`config.mk`:
```
export PLATFORM = sky130hd
export DESIGN_NAME = counter_thang_nam
export DESIGN_NICKNAME = d
export VERILOG_FILES = /design/src/rtl/counter_thang_nam.sv
export SDC_FILE = /design/constraint.sdc
export NUM_CORES = 1
export LEC_CHECK = 0
export CAP_MARGIN = 10
export CORE_ASPECT_RATIO = 0.75
export CORE_MARGIN = 2
export CORE_UTILIZATION = 40
export DETAILED_ROUTE_END_ITERATION = 8
export DONT_BUFFER_PORTS = 1
export MAX_ROUTING_LAYER = met4
export PLACE_DENSITY = 0.54
export RECOVER_POWER = 50
export SLEW_MARGIN = 20
export SYNTH_ARGS = -nofsm -noshare
export SYNTH_HDL_FRONTEND = slang
export SYNTH_SLANG_ARGS = --single-unit
```
`constraint.sdc`:
```
create_clock -name clk -period 3.1 [get_ports clk]
set_input_delay 0.31 -clock clk [delete_from_list [all_inputs] [get_ports clk]]
set_output_delay 0.31 -clock clk [all_outputs]
set_load 0.01 [all_outputs]
```
`src/rtl/counter_thang_nam.sv`:
```
// Month/year stage of the century clock: advances month and BCD year from the
// day rollover or manual pulses, and registers leap/days-in-month for the day counter.
module counter_thang_nam (
  input  logic        clk,
  input  logic        rst,
  input  logic        inc_auto,
  input  logic        inc_month_manual,
  input  logic        dec_month_manual,
  input  logic        inc_year_manual,
  input  logic        dec_year_manual,
  output logic [3:0]  month,
  output logic [15:0] year_bcd,
  output logic [5:0]  dim,
  output logic        leap,
  output logic        year_carry
);

  logic [3:0]  r_month;
  logic [15:0] r_year_bcd;
  logic [5:0]  r_dim;
  logic        r_leap;
  logic        r_year_carry;

  logic [3:0]  w_month_next;
  logic [15:0] w_year_next;
  logic [16:0] w_year_inc;
  logic [15:0] w_year_dec;
  logic        w_auto_year;
  logic        w_carry_next;
  logic        w_leap_cur;
  logic [5:0]  w_dim_cur;

  // Ripple increment across four BCD digits; bit 16 is the carry out of 9999.
  function automatic logic [16:0] bcd_inc(input logic [15:0] y);
    logic [15:0] r;
    logic        c;
    r = y;
    c = 1'b1;
    for (int i = 0; i < 4; i++) begin
      if (c) begin
        if (y[i*4 +: 4] == 4'd9) begin
          r[i*4 +: 4] = 4'd0;
        end else begin
          r[i*4 +: 4] = y[i*4 +: 4] + 4'd1;
          c = 1'b0;
        end
      end
    end
    return {c, r};
  endfunction

  function automatic logic [15:0] bcd_dec(input logic [15:0] y);
    logic [15:0] r;
    logic        b;
    r = y;
    b = 1'b1;
    for (int i = 0; i < 4; i++) begin
      if (b) begin
        if (y[i*4 +: 4] == 4'd0) begin
          r[i*4 +: 4] = 4'd9;
        end else begin
          r[i*4 +: 4] = y[i*4 +: 4] - 4'd1;
          b = 1'b0;
        end
      end
    end
    return r;
  endfunction

  // Divisibility by 4 of a two-digit BCD number: 10*T+O = 2*T + O (mod 4).
  function automatic logic bcd_mod4(input logic [3:0] t, input logic [3:0] o);
    if (!t[0]) return (o == 4'd0) || (o == 4'd4) || (o == 4'd8);
    else       return (o == 4'd2) || (o == 4'd6);
  endfunction

  function automatic logic [5:0] days_of(input logic [3:0] m, input logic lp);
    case (m)
      4'd2:                      return lp ? 6'd29 : 6'd28;
      4'd4, 4'd6, 4'd9, 4'd11:   return 6'd30;
      default:                   return 6'd31;
    endcase
  endfunction

  assign w_year_inc = bcd_inc(r_year_bcd);
  assign w_year_dec = bcd_dec(r_year_bcd);

  always_comb begin
    w_month_next = r_month;
    w_auto_year  = 1'b0;
    if (dec_month_manual) begin
      w_month_next = (r_month == 4'd1) ? 4'd12 : r_month - 4'd1;
    end else if (inc_month_manual) begin
      w_month_next = (r_month == 4'd12) ? 4'd1 : r_month + 4'd1;
    end else if (inc_auto) begin
      w_month_next = (r_month == 4'd12) ? 4'd1 : r_month + 4'd1;
      w_auto_year  = (r_month == 4'd12);
    end
  end

  // Only the auto step may report the century wrap; manual wraps stay silent.
  always_comb begin
    w_year_next  = r_year_bcd;
    w_carry_next = 1'b0;
    if (dec_year_manual) begin
      w_year_next = w_year_dec;
    end else if (inc_year_manual) begin
      w_year_next = w_year_inc[15:0];
    end else if (w_auto_year) begin
      w_year_next  = w_year_inc[15:0];
      w_carry_next = w_year_inc[16];
    end
  end

  always_comb begin
    if (r_year_bcd[7:0] != 8'h00) begin
      w_leap_cur = bcd_mod4(r_year_bcd[7:4], r_year_bcd[3:0]);
    end else begin
      w_leap_cur = bcd_mod4(r_year_bcd[15:12], r_year_bcd[11:8]);
    end
  end

  assign w_dim_cur = days_of(r_month, w_leap_cur);

  always_ff @(posedge clk) begin
    if (rst) begin
      r_month      <= 4'd1;
      r_year_bcd   <= 16'h2000;
      r_year_carry <= 1'b0;
      r_leap       <= 1'b1;
      r_dim        <= 6'd31;
    end else begin
      r_month      <= w_month_next;
      r_year_bcd   <= w_year_next;
      r_year_carry <= w_carry_next;
      r_leap       <= w_leap_cur;
      r_dim        <= w_dim_cur;
    end
  end

  assign month      = r_month;
  assign year_bcd   = r_year_bcd;
  assign dim        = r_dim;
  assign leap       = r_leap;
  assign year_carry = r_year_carry;

endmodule

```
==> impl_metrics.csv <==
group,metric,value,unit
layout,layout-drive-gt1-share,4.661,%
synthesis,synthCells,257,
worst_setup_path,cp_cell_sequence,"inv_1 -> ha_1 -> and3_1 -> a22oi_1 -> a21boi_0 -> and2_1 -> a22o_1",
synthesis,yosysSeqAreaShare,25.69,%
synthesis,synth_area,1871,um^2
worst_setup_path,crit_arrival,2490,ps
global_routing,grt_max_degree,36,
worst_setup_path,r2r_setup_slack,770,ps
synthesis,ys_async_sr_fraction,0,%
status,status,"finished clean",
worst_setup_path,required,3260,ps
cts,ctsRootBufferMaster,"clkbuf_8",
floorplan,die_w,82.96,um
timing,finalSetupViolations,0,
synthesis,ys_types,56,
cts,ctsLongestPathBuffers,2,
worst_setup_path,slowest_delay,490,ps
placement,dpl.hpwl,3116,um
timing,finalSetupTns,0,ps
worst_setup_path,path_max_fanout,7,
synthesis,synth_top_area_share,25.69,%
cts,cts.sinks,24,
min_path,hp-class,"in2reg",
synthesis,yosys.cell_count.top_type,"nor2_1",
synthesis,synth_top_cell_by_area,"dfxtp_1",
detailed_routing,postRouteAntennaNets,0,
layout,areaGrowthSynthToFinish,-0.1339,%
global_routing,grt_first_pass_wirelength,7479,um
synthesis,synthTopCellsByArea,"dfxtp_1 (26%), a21oi_1 (6.2%), nor2_1 (5.4%)",
cts,htree_levels,1,
synthesis,synth_top_family_by_area,"simple AND/OR/NAND/NOR gates",
worst_setup_path,cp-start-kind,"flip-flop",
synthesis,synth.mux.area_fraction,1.070,%
global_routing,first_global_vias,1531,
worst_setup_path,r2r_start,"month[0]",
synthesis,synth_common_cells,"nor2_1 (27), dfxtp_1 (24), a21oi_1 (23), clkbuf_1 (18), nand2_1 (18)",
layout,num-fill-cells,485,
cts,cts_buffers,3,
placement,portBuffers,0,
cts,tritoncts,"yes",
timing,rsz0062_at_grt,"false",
synthesis,synth-seq-cells,24,
timing,min_period,2329,ps
detailed_routing,vias,1754,
min_path,hold_start,"rst",
worst_setup_path,worstSetupPathType,"reg2reg",
detailed_routing,wl_per_cell,15.19,um
layout,final_nets,250,
synthesis,synth_compound_area_share,26.62,%
timing,holdWs,108.5,ps
global_routing,grt_overflow,0,
placement,gp_congestion,0.8015,
detailed_routing,drtPass1Iterations,4,
floorplan,rows,21,
cts,postCtsSetupRepairBufs,0,
detailed_routing,dr.first_iter.drc_count,54,
detailed_routing,drc,0,
synthesis,syn_avg_cell_area,7.278,um^2
worst_setup_path,critical_path_buf_inv_count,1,
flow_run,drv_cap,0,
power,vdd_drop_max,0.1901,mV
synthesis,synth_edf_count,0,
cts,insertion_delay,270,ps
cts,clk_pin_slew_worst_paths,90,ps
layout,diodes,0,
min_path,whs_path_depth,1,
floorplan,core-area,4493,um^2
worst_setup_path,crit_family,"compound AO/OA/AOI/OAI gates",
timing,worstMarginPinSlew,607.9,ps
cts,hold_buffers,0,
synthesis,synth-simple-area-share,30.97,%
timing,slew_headroom,59.42,%
floorplan,dieArea,5245,um^2
min_path,min_to,"month[2]",
worst_setup_path,crit_path_end_kind,"flip-flop",
timing,skew,7.730,ps
power,p_leak,0.6686,nW
timing,fin_crit_sh,75.14,%
global_routing,grt_usage,17.39,%
floorplan,ios,35,
worst_setup_path,r2r-end,"year_bcd[14]",
layout,instances_no_fill,293,
detailed_routing,post_drt_via_cell_ratio,5.986,
timing,hold_viol_final,0,
placement,placed_cells,290,
power,p_per_area,470.9,nW/um^2
synthesis,ys.flop_type,"dfxtp_1",
synthesis,ys_warn_count,0,
detailed_routing,routed_wl,4451,um
synthesis,synth-adder-area-share,3.344,%
timing,fmax,0.4293,GHz
synthesis,synth_xor_area_share,3.746,%
timing,drv_slew,0,
worst_setup_path,r2r_cells,7,
global_routing,antenna_found_initial,0,
worst_setup_path,worst_path_max_delay_cell,"dfxtp_1",
floorplan,start_util,41.63,%
cts,cts-resized-gates,0,
floorplan,die_h,63.22,um
## flip-flops by register name (all words and copies together), names as in the netlist
register and flops:
leap 1, year_carry 1, month 4, dim 2, year_bcd 16
## cells in the final DEF (no fill, tap or decap), types with 6 or more instances in the layout
| cell type | instances |
|---|---|
| a21oi_1 | 23 |
| a31oi_1 | 6 |
| dfxtp_1 | 24 |
| inv_1 | 8 |
| nand2_1 | 18 |
| nand3_1 | 6 |
| nor2_1 | 27 |
| nor2b_1 | 9 |
| o21ai_0 | 16 |
| or3_1 | 6 |
## cell families (layout without fill, tap and decap cells)
kind of cell,Yosys count,count (layout)
flops,24,24
fa+ha+maj,5,5
mux,2,2
buf+inv,34,11
compound gates,77,77
other cells,2,4
simple gates,105,105
xor+xnor,8,8
## area by class of cell
type                    instances  area, um^2  share of cell area (%)
well taps                      57       71.32                   3.818
inverters                       8       30.03                   1.608
flip-flops and latches         24       480.5                   25.72
clock buffers                   3       41.29                   2.210
multi-input cells             201        1245                   66.64
## worst max-delay path by stage
stage                  start      endpoint  cells past startpoint
floorplan           month[0]  year_bcd[14]                      7
global route        month[0]  year_bcd[14]                      7
detailed placement  month[0]  year_bcd[14]                      7
global placement    month[0]  year_bcd[14]                      7
finish              month[0]  year_bcd[14]                      7
CTS                 month[0]  year_bcd[14]                      7
## layer usage
layer | vias to the layer above | part of all wire (%) | GRT usage, %
met3 | 2 | 5.3 | 4.718
li1 | 888 | - | -
met5 | - | 0 | -
met2 | 45 | 43 | 25.40
met1 | 819 | 51 | 24.84
met4 | 0 | 0.52 | 1.844
## report_power, final
| part | leakage [nW] | internal [mW] | switching [mW] |
|---|---|---|---|
| Sequential | 0.197 | 0.342 | 0.0970 |
| Clock | 0.0216 | 0.0870 | 0.101 |
| Combinational | 0.450 | 0.120 | 0.132 |
## metrics by stage
step | instance area [um^2] | power (mW) | util [%] | setup WS (ps)
floorplan | 1878 | 0.6625 | - | 1092
global placement | 1827 | 0.6990 | 40.66 | 911.4
detailed placement | 1827 | 0.6970 | 40.66 | 811.1
CTS | 1868 | 0.8864 | 41.58 | 797.3
global route | 1868 | 0.9453 | 41.58 | 591.2
finish | 1868 | 0.8796 | 41.58 | 770.8
(Power assumes the default switching activity.)
